==> src/rtl/i2s_rx_if.sv <==
// i2s_rx_if: frame output stream of the I2S receiver.
//   frame_l / frame_r : left / right sample at the head of the receive FIFO
//   frame_valid       : head is valid (FIFO non-empty)
//   frame_ready       : consumer takes the head when frame_valid & frame_ready
// Modports: master = receiver side (drives the samples), slave = consumer side.
interface i2s_rx_if #(
  parameter int SAMPLE_W = 16
);
  logic [SAMPLE_W-1:0] frame_l;
  logic [SAMPLE_W-1:0] frame_r;
  logic                frame_valid;
  logic                frame_ready;

  modport master (
    output frame_l,
    output frame_r,
    output frame_valid,
    input  frame_ready
  );

  modport slave (
    input  frame_l,
    input  frame_r,
    input  frame_valid,
    output frame_ready
  );
endinterface

==> src/rtl/i2s_rx.sv <==
// i2s_rx: I2S receiver (target). Oversamples the SCLK/LRCLK/SDATA pads in the
// clk domain, deserialises stereo words MSB-first into SAMPLE_W-bit samples
// (longer slots truncated, shorter ones zero-padded in the LSBs) and queues
// {left,right} frames in a FIFO_DEPTH-entry FIFO with a valid/ready output.
//
// Ports:
//   clk, rst     system clock, asynchronous active-high reset
//   en           receiver enable (low: word assembly idles, FIFO kept)
//   i2s_sclk     bit clock pad input (asynchronous)
//   i2s_lrclk    word select pad input (asynchronous)
//   i2s_sdata    serial data pad input (asynchronous)
//   frm          i2s_rx_if.master: frame_l, frame_r, frame_valid, frame_ready
//   overrun      sticky flag: a frame was dropped because the FIFO was full
//   overrun_clr  single-cycle clear of overrun (a new drop wins)
//   fmt_lj       left-justified format select, only when I2S_RX_LJ_EN is
//                defined; must only change while en=0
//
// Build option: define I2S_RX_LJ_EN to add fmt_lj and left-justified support.
module i2s_rx #(
  parameter int SAMPLE_W    = 16,
  parameter int FIFO_DEPTH  = 4,
  parameter int SYNC_STAGES = 2
) (
  input  logic     clk,
  input  logic     rst,
  input  logic     en,
  input  logic     i2s_sclk,
  input  logic     i2s_lrclk,
  input  logic     i2s_sdata,
  i2s_rx_if.master frm,
  output logic     overrun,
  input  logic     overrun_clr
`ifdef I2S_RX_LJ_EN
  ,
  input  logic     fmt_lj
`endif
);

  localparam int CNT_W = $clog2(SAMPLE_W + 1);
  localparam int AW    = $clog2(FIFO_DEPTH);

  typedef enum logic [1:0] {IDLE, SYNC, RUN} state_t;

  // ---------------------------------------------------------------- pad sync
  logic [SYNC_STAGES-1:0] sclk_sync_reg;
  logic [SYNC_STAGES-1:0] lr_sync_reg;
  logic [SYNC_STAGES-1:0] sd_sync_reg;
  logic                   sclk_prev_reg;
  logic                   lr_prev_reg;

  always_ff @(posedge clk or posedge rst) begin
    if (rst) begin
      sclk_sync_reg <= '0;
      lr_sync_reg   <= '0;
      sd_sync_reg   <= '0;
    end else begin
      sclk_sync_reg <= {sclk_sync_reg[SYNC_STAGES-2:0], i2s_sclk};
      lr_sync_reg   <= {lr_sync_reg[SYNC_STAGES-2:0], i2s_lrclk};
      sd_sync_reg   <= {sd_sync_reg[SYNC_STAGES-2:0], i2s_sdata};
    end
  end

  logic sclk_s, lr_s, sd_s;
  assign sclk_s = sclk_sync_reg[SYNC_STAGES-1];
  assign lr_s   = lr_sync_reg[SYNC_STAGES-1];
  assign sd_s   = sd_sync_reg[SYNC_STAGES-1];

  logic sclk_rise, lr_change;
  assign sclk_rise = sclk_s & ~sclk_prev_reg;
  // Compared against the lrclk seen at the previous SCLK rise, not the previous clk.
  assign lr_change = (lr_s != lr_prev_reg);

  // lrclk level that marks the left channel: 0 for I2S, 1 for left-justified.
  logic left_level;
`ifdef I2S_RX_LJ_EN
  assign left_level = fmt_lj;
`else
  assign left_level = 1'b0;
`endif

  logic sync_start;
  assign sync_start = sclk_rise & lr_change & (lr_s == left_level);

  // ------------------------------------------------------- word assembly FSM
  state_t              state_reg, state_next;
  logic [SAMPLE_W-1:0] shift_reg, shift_next;
  logic [CNT_W-1:0]    cnt_reg, cnt_next;
  logic [SAMPLE_W-1:0] left_reg, left_next;
  logic                push_reg, push_next;
  logic [SAMPLE_W-1:0] push_l_reg, push_l_next;
  logic [SAMPLE_W-1:0] push_r_reg, push_r_next;

  logic                bit_room;
  logic [SAMPLE_W-1:0] shift_ins;   // shift_reg with the current bit placed
  logic [SAMPLE_W-1:0] msb_word;    // fresh word holding only the current bit
  logic [SAMPLE_W-1:0] word;        // word being finalised

  assign bit_room = (cnt_reg < CNT_W'(SAMPLE_W));

  // Bits are written straight into their left-aligned position, so a short
  // word is already zero-padded when it is finalised.
  always_comb begin
    shift_ins = shift_reg;
    for (int i = 0; i < SAMPLE_W; i++) begin
      if (bit_room && (cnt_reg == CNT_W'(SAMPLE_W - 1 - i)))
        shift_ins[i] = sd_s;
    end
    msb_word = '0;
    msb_word[SAMPLE_W-1] = sd_s;
  end

  always_comb begin
    state_next  = state_reg;
    shift_next  = shift_reg;
    cnt_next    = cnt_reg;
    left_next   = left_reg;
    push_next   = 1'b0;
    push_l_next = push_l_reg;
    push_r_next = push_r_reg;
    word        = shift_reg;

    case (state_reg)
      IDLE: begin
        shift_next = '0;
        cnt_next   = '0;
        left_next  = '0;
        if (en)
          state_next = SYNC;
      end

      SYNC: begin
        if (sync_start) begin
          state_next = RUN;
          if (left_level) begin
            // Left-justified: this rise already carries the left MSB.
            shift_next = msb_word;
            cnt_next   = CNT_W'(1);
          end else begin
            shift_next = '0;
            cnt_next   = '0;
          end
        end
      end

      RUN: begin
        if (sclk_rise) begin
          if (!lr_change) begin
            shift_next = shift_ins;
            if (bit_room)
              cnt_next = cnt_reg + CNT_W'(1);
          end else begin
            if (left_level) begin
              // The bit belongs to the new word.
              word       = shift_reg;
              shift_next = msb_word;
              cnt_next   = CNT_W'(1);
            end else begin
              // The bit is the LSB of the word that is ending.
              word       = shift_ins;
              shift_next = '0;
              cnt_next   = '0;
            end
            if (lr_prev_reg == left_level) begin
              left_next = word;
            end else begin
              push_next   = 1'b1;
              push_l_next = left_reg;
              push_r_next = word;
            end
          end
        end
      end

      default: state_next = IDLE;
    endcase

    if (!en) begin
      state_next = IDLE;
      push_next  = 1'b0;
    end
  end

  always_ff @(posedge clk or posedge rst) begin
    if (rst) begin
      state_reg     <= IDLE;
      shift_reg     <= '0;
      cnt_reg       <= '0;
      left_reg      <= '0;
      push_reg      <= 1'b0;
      push_l_reg    <= '0;
      push_r_reg    <= '0;
      sclk_prev_reg <= 1'b0;
      lr_prev_reg   <= 1'b0;
    end else begin
      state_reg     <= state_next;
      shift_reg     <= shift_next;
      cnt_reg       <= cnt_next;
      left_reg      <= left_next;
      push_reg      <= push_next;
      push_l_reg    <= push_l_next;
      push_r_reg    <= push_r_next;
      sclk_prev_reg <= sclk_s;
      if (sclk_rise)
        lr_prev_reg <= lr_s;
    end
  end

  // -------------------------------------------------------------------- FIFO
  logic [2*SAMPLE_W-1:0] mem_reg [FIFO_DEPTH];
  logic [AW-1:0]         wr_ptr_reg, rd_ptr_reg;
  logic [AW:0]           count_reg;
  logic                  overrun_reg;

  logic full, empty, do_pop, do_push, drop;
  assign full    = (count_reg == (AW+1)'(FIFO_DEPTH));
  assign empty   = (count_reg == '0);
  assign do_pop  = ~empty & frm.frame_ready;
  // A pop in the same cycle frees the slot a full-FIFO push needs.
  assign do_push = push_reg & (~full | do_pop);
  assign drop    = push_reg & full & ~do_pop;

  always_ff @(posedge clk or posedge rst) begin
    if (rst) begin
      for (int i = 0; i < FIFO_DEPTH; i++)
        mem_reg[i] <= '0;
      wr_ptr_reg  <= '0;
      rd_ptr_reg  <= '0;
      count_reg   <= '0;
      overrun_reg <= 1'b0;
    end else begin
      if (do_push) begin
        mem_reg[wr_ptr_reg] <= {push_l_reg, push_r_reg};
        wr_ptr_reg          <= wr_ptr_reg + AW'(1);
      end
      if (do_pop)
        rd_ptr_reg <= rd_ptr_reg + AW'(1);
      case ({do_push, do_pop})
        2'b10:   count_reg <= count_reg + (AW+1)'(1);
        2'b01:   count_reg <= count_reg - (AW+1)'(1);
        default: count_reg <= count_reg;
      endcase
      overrun_reg <= (overrun_reg & ~overrun_clr) | drop;
    end
  end

  logic [2*SAMPLE_W-1:0] head;
  assign head            = mem_reg[rd_ptr_reg];
  assign frm.frame_l     = head[2*SAMPLE_W-1:SAMPLE_W];
  assign frm.frame_r     = head[SAMPLE_W-1:0];
  assign frm.frame_valid = ~empty;
  assign overrun         = overrun_reg;

endmodule
==> src/flat_wrapper.sv <==
// flat-port wrapper written by rule: the top's interface ports become plain ports
module i2s_rx_flat 
#(
  parameter int SAMPLE_W    = 16,
  parameter int FIFO_DEPTH  = 4,
  parameter int SYNC_STAGES = 2
)
  (clk, rst, en, i2s_sclk, i2s_lrclk, i2s_sdata, overrun, overrun_clr, frm_frame_l, frm_frame_r, frm_frame_valid, frm_frame_ready);
  i2s_rx_if #(.SAMPLE_W(SAMPLE_W)) frm_i ();
  input  logic clk;
  input  logic rst;
  input  logic en;
  input  logic i2s_sclk;
  input  logic i2s_lrclk;
  input  logic i2s_sdata;
  output logic overrun;
  input  logic overrun_clr;
  output wire logic [$bits(frm_i.frame_l)-1:0] frm_frame_l;
  output wire logic [$bits(frm_i.frame_r)-1:0] frm_frame_r;
  output wire logic [$bits(frm_i.frame_valid)-1:0] frm_frame_valid;
  input wire logic [$bits(frm_i.frame_ready)-1:0] frm_frame_ready;
  assign frm_frame_l = frm_i.frame_l;
  assign frm_frame_r = frm_i.frame_r;
  assign frm_frame_valid = frm_i.frame_valid;
  assign frm_i.frame_ready = frm_frame_ready;
  i2s_rx #(.SAMPLE_W(SAMPLE_W), .FIFO_DEPTH(FIFO_DEPTH), .SYNC_STAGES(SYNC_STAGES)) u_core (.clk(clk), .rst(rst), .en(en), .i2s_sclk(i2s_sclk), .i2s_lrclk(i2s_lrclk), .i2s_sdata(i2s_sdata), .frm(frm_i), .overrun(overrun), .overrun_clr(overrun_clr));
endmodule
==> config.mk <==
export PLATFORM = sky130hd
export DESIGN_NAME = i2s_rx_flat
export DESIGN_NICKNAME = d
export VERILOG_FILES = /design/src/rtl/i2s_rx_if.sv /design/src/rtl/i2s_rx.sv /design/src/flat_wrapper.sv
export SDC_FILE = /design/constraint.sdc
export NUM_CORES = 1
export LEC_CHECK = 0
export CELL_PAD_IN_SITES_DETAIL_PLACEMENT = 1
export CELL_PAD_IN_SITES_GLOBAL_PLACEMENT = 1
export CORE_UTILIZATION = 46
export DETAILED_ROUTE_END_ITERATION = 7
export PLACE_DENSITY_LB_ADDON = 0.25
export SLEW_MARGIN = 20
export SYNTH_ARGS = -nofsm -noshare
export SYNTH_HDL_FRONTEND = slang
export SYNTH_SLANG_ARGS = --single-unit
==> constraint.sdc <==
create_clock -name clk -period 7.7 [get_ports clk]
set_input_delay 1.54 -clock clk [delete_from_list [all_inputs] [get_ports clk]]
set_output_delay 1.54 -clock clk [all_outputs]
set_load 0.01 [all_outputs]
# Word-level counts from Yosys, hierarchy flattened
# Index checks and enable logic that the tools add are counted.
word_totals:
  elab_cells: 147
  register_bits: 216
classes:
  n_addsub: 5
  reduce_logical: 28
  eq_ne: 28
  mux: 44
  magnitude_cmp: 4
  bitwise_logic: 18
op_table:
  columns: ["cell", "n"]
  rows:
  - ["128-bit bitwise mux", 1]
  - ["16-bit two-way mux", 6]
  - ["32-bit two-way mux", 3]
  - ["32-bit binary-select mux with 2-bit select", 1]
  - ["32-bit demux with 2-bit select", 1]
  - ["16-bit case mux with 3 select lines", 1]
  - ["5-bit by 4-bit equality test with 1-bit output (second input constant)", 8]
  - ["16-bit case mux with 2 select lines", 1]
  - ["1-bit two-way mux", 21]
  - ["5-bit by 3-bit equality test with 1-bit output (second input constant)", 4]
  - ["5-bit two-way mux", 4]
  - ["1-bit logical AND", 17]
  - ["5-bit case mux with 3 select lines", 1]
  - ["4-bit AND reduction", 3]
  - ["5-bit by 2-bit equality test with 1-bit output (second input constant)", 2]
  - ["1-bit bitwise AND", 8]
  - ["3-bit greater-or-equal comparator (second input constant)", 2]
  - ["2-bit by 1-bit != test with 1-bit output (second input constant)", 3]
  - ["1-bit inverter", 6]
  - ["2-bit inverter with 3-bit output", 2]
  - ["2-bit case mux with 3 select lines", 1]
  - ["3-bit case mux with 2 select lines", 1]
  - ["5-bit by 1-bit adder with 5-bit output (second input constant)", 1]
  - ["5-bit by 1-bit equality test with 1-bit output (second input constant)", 1]
  - ["21 further kinds", 28]

# Longest topological paths before layout
logic_depth:
  depth_word: 7
  depth_mapped: 10

# Worst setup path after synthesis
# No wires, ideal clock.
synth_timing:
  path_type: "in2reg"
  startpoint: "input frm_frame_ready"
  endpoint: "register u_core.count_reg[2]"
  path_buffers: 1
  setup_ns: 0.079
  required_ns: 7.621
  cell_stages: 10
  setup_slack_ns: 4.520
  arrival_time_ns: 3.100
  cell_sequence: "nor4b_1 nor2b_1 buf_2 inv_1 ha_1 inv_1 fa_1 xor2_1 nor2_1 xor2_1"
synth_between:
  elab_chain_len: 5
  elab_cells_between_ends: 7
  classes_between: "2 x eq/ne; 1 x mux; 3 x bitwise; 1 x reduce/logical"
synth_rtl:
  columns: ["item", "line_no", "rtl"]
  rows:
  - ["from (decl)", "flat_wrapper.sv:21", "input wire logic [$bits(frm_i.frame_ready)-1:0] frm_frame_ready;"]
  - ["1-bit bitwise AND (*)", "i2s_rx.sv:217", "assign do_pop = ~empty & frm.frame_ready;"]
  - ["1-bit OR", "i2s_rx.sv:219", "assign do_push = push_reg & (~full | do_pop);"]
  - ["1-bit bitwise AND", "i2s_rx.sv:219", null]
  - ["2-bit by 1-bit equality test with 1-bit output or 2-bit equality test (tied branches)", "i2s_rx.sv:237", "case ({do_push, do_pop})"]
  - ["3-bit case mux with 2 select lines or 2-bit nonzero test (tied branches)", null, null]
  - ["to (signal assigned)", "i2s_rx.sv:238", "2'b10: count_reg <= count_reg + (AW+1)'(1);"]
  - ["to (signal assigned)", "i2s_rx.sv:239", "2'b01: count_reg <= count_reg - (AW+1)'(1);"]
  - ["to (signal assigned)", "i2s_rx.sv:240", "default: count_reg <= count_reg;"]
  - ["to (decl)", "i2s_rx.sv:211", "logic [AW:0] count_reg;"]
# Every way passes the cells marked *; elsewhere a longest branch is shown, timed or not.
# A chain may end at the register's enable or synchronous reset.

# Worst setup path after layout
layout_timing:
  startpoint: "register u_core.rd_ptr_reg[1]"
  endpoint: "output frm_frame_l[13]"
layout_between:
  elab_chain_len: 4
layout_rtl:
  columns: ["item", "line_no", "rtl"]
  rows:
  - ["from (decl)", "i2s_rx.sv:210", "logic [AW-1:0] wr_ptr_reg, rd_ptr_reg;"]
  - ["from (signal assigned)", "i2s_rx.sv:236", "rd_ptr_reg <= rd_ptr_reg + AW'(1);"]
  - ["2-bit inverter with 3-bit output (implied by the code)", "i2s_rx.sv:247", "assign head = mem_reg[rd_ptr_reg];"]
  - ["32-bit binary-select mux with 2-bit select", "i2s_rx.sv:247", null]
  - ["32-bit two-way mux (implied by the code) (2 in series)", "i2s_rx.sv:247", null]
  - ["to (decl)", "flat_wrapper.sv:18", "output wire logic [$bits(frm_i.frame_l)-1:0] frm_frame_l;"]
# Every way passes these cells. The select of a mux whose other input is x is not followed.

==> results.json <==
{
  "outcome": "completed",
  "cts_hold_buffers": 0,
  "htreeDepth": 1,
  "skew_ns": 0.01160,
  "area_delta_synth_final_pct": 14.24,
  "hold_class": "reg2reg",
  "hpwl_um": 12590,
  "die_y_um": 144.1,
  "leakage_uw": 0.005100,
  "finalSetupViolations": 0,
  "detail-route-antenna-nets": 0,
  "netlist_area_mm2": 0.009290,
  "portBuffers": 41,
  "via_per_inst": 5.573,
  "yosysTopAreaCell": "dfrtp_1",
  "path_clk_slew_ns": 0.06,
  "min_period_ns": 4.490,
  "hp-start": "u_core.sclk_sync_reg[0]",
  "hold_end": "u_core.sclk_sync_reg[1]",
  "rr_endpoint": "u_core.push_l_reg[15]",
  "cp.required_ns": 6.16,
  "overflow": 0,
  "yosys_warnings": 0,
  "core_mm2": 0.01965,
  "power.share.switching_pct": 24.72,
  "pin_count": 42,
  "peakVddDrop_v": 0.0001373,
  "clock_latency_ns": 0.52,
  "cts_setup_buffers": 0,
  "drt_wl_total_um": 20150,
  "crit_arrival_ns": 2.95,
  "synth_top_cells_by_count": "dfrtp_1 (216), mux2_2 (136), nand2_1 (51), mux4_2 (32), o21ai_0 (26)",
  "slew_violations": 0,
  "largest_register_ffs": 128,
  "ys_top_cells_by_area": "dfrtp_1 (58%), mux2_2 (16%), mux4_2 (7.8%)",
  "timing.setup.tns_ns": 0,
  "start_util_pct": 47.27,
  "routedWlPerCell_um": 21.23,
  "grt_usage_pct": 20.98,
  "maxCapViolCount": 0,
  "async_flop_share_pct": 100.0,
  "ys.flop_type": "dfrtp_1",
  "nFillCells": 1928,
  "die_w_um": 144.1,
  "crit_type": "reg2out",
  "cts_max_path_buffers": 3,
  "r2r-start": "u_core.lr_prev_reg",
  "dieArea_mm2": 0.02077,
  "via_count": 5289,
  "critPathLaunchType": "register",
  "p_int_uw": 1882,
  "max_freq_mhz": 222.7,
  "synthCells": 630,
  "clkPwrFrac_pct": 42.8,
  "p_switching_uw": 617.8,
  "rsz0062_at_grt": "no",
  "cts_tree": "yes",
  "seq_power_share_pct": 47.6,
  "endpoint_kind": "primary output",
  "grt_start_max_net_pins": 127,
  "diodes": 0,
  "synth_top_area_share_pct": 58.18,
  "cts-root-buf": "clkbuf_16",
  "grt_pass1_wl_um": 33180,
  "yosysMostFrequentCell": "dfrtp_1",
  "grt.met1_usage_pct": 27.71,
  "antenna_found_initial": 0,
  "combPwrFrac_pct": 9.7,
  "dr.pass1.iters": 4,
  "drc": 0,
  "grt_pass1_vias": 5968,
  "hold_violations": 0,
  "seqCellArea_mm2": 0.005406,
  "syn_area_per_cell_um2": 14.75,
  "finalCoreUtilization_pct": 54.00,
  "rr_worst_depth": 4,
  "gp_congestion": 0.7741,
  "ys_seq_area_share_pct": 58.18,
  "yosysUniqueCellTypes": 47,
  "synth_edf_count": 0,
  "min_path_cells": 0,
  "use_met3_pct": 2.583,
  "busiest_layer": "met2",
  "power_density_mw_per_mm2": 235.5,
  "multi_input_area_mm2": 0.003625,
  "syn_nets": 650,
  "drtIter0Drc": 231,
  "row_count": 51,
  "slew_headroom_pct": 28.99,
  "cts.repair.resized": 0,
  "r2r_slack_ns": 5.01,
  "nets": 686,
  "grt_use_met2_pct": 36.92,
  "critPathLaunch": "u_core.rd_ptr_reg[1]",
  "numCtsBuffers": 24,
  "synth_seq_cells": 216,
  "dp_cells": 905,
  "instances_no_fill": 949,
  "worst_pin_slew_ns": 1.061,
  "finalCritPeriodShare_pct": 58.32,
  "drive_above_1_share_pct": 33.77,
  "worstPathMaxFanout": 19,
  "cts.sinks": 216
}
[worst max path at each step]
stage | to | slack [ns] | cells after the start
detailed placement | u_core.mem_reg[94] | 3.59 | 5
finish | frm_frame_l[13] | 3.21 | 3
floorplan | u_core.cnt_reg[0] | 0.25 | 1
global route | frm_frame_l[14] | 3.11 | 3
CTS | frm_frame_l[13] | 3.12 | 3
global placement | u_core.mem_reg[85] | 3.67 | 5
[critical path, cell delays in order (launching register included)]
cell             delay [ns]
dfrtp_1                0.93
buf_4                  0.45
mux4_2                 0.55
clkdlybuf4s50_1        0.50
[power by group through the flow]
| stage | clock network (µW) | logic (µW) | registers (µW) |
|---|---|---|---|
| floorplan | 0 | 206 | 1180 |
| global placement | 0 | 239 | 1210 |
| detailed placement | 0 | 253 | 1210 |
| CTS | 1100 | 252 | 1190 |
| global route | 1140 | 270 | 1190 |
| finish | 1070 | 241 | 1190 |
[layout by cell type (no fill, tap or decap), types with 2 or more instances in the layout]
cell type	instances
dfrtp_1	215
mux2_2	136
nand2_1	51
clkdlybuf4s50_1	41
mux4_2	32
o21ai_0	26
clkbuf_16	24
o2bb2ai_1	18
mux2i_1	16
inv_1	12
o21ai_2	11
ha_1	11
mux2_1	8
clkbuf_1	8
nand3_1	6
clkinv_2	6
nor2_1	5
clkbuf_8	5
nand2_2	4
xnor2_1	3
xor2_1	3
nor2b_1	3
nor3_1	3
and2_1	3
a21oi_1	3
buf_4	3
nor4b_1	2
[area by class of cell]
type,instances,area share [%]
clock buffers,37,6.590
well taps,265,3.124
clock inverters,7,0.4362
multi-input cells,365,34.15
inverters,14,0.5659
repair buffers,45,4.185
flip-flops and latches,216,50.94
[per-stage QoR]
step           total power, µW  hold WS (ns)  cell area [µm²]  worst slack, ns
3_5_place_dp              1463        0.3385             9861            3.594
4_1_cts                   2541        0.3517            10610            3.117
6_report                  2500        0.3493            10610            3.210
3_3_place_gp              1447        0.3316             9857            3.668
2_1_floorplan             1389        0.3312             9290           0.2524
5_1_grt                   2605        0.3584            10610            3.110
[logic make-up (layout without fill, tap and decap cells)]
family | after synthesis | count (layout) | synth area share, %
adder cells (fa/ha/maj) | 12 | 12 | 1.697
buffers and inverters | 49 | 103 | 2.869
flip-flops | 216 | 216 | 58.18
AND/OR/NAND/NOR | 88 | 88 | 4.674
multiplexers | 192 | 192 | 26.94
AO/OA/AOI/OAI | 67 | 67 | 5.077
XOR/XNOR | 6 | 6 | 0.5658
[routing by layer]
layer	up-vias	share of wire (%)
met5	-	0
met4	0	1.3
met3	21	2.8
met2	58	52
li1	2352	-
met1	2858	44
Note: power is estimated with default switching activity, not from simulation.
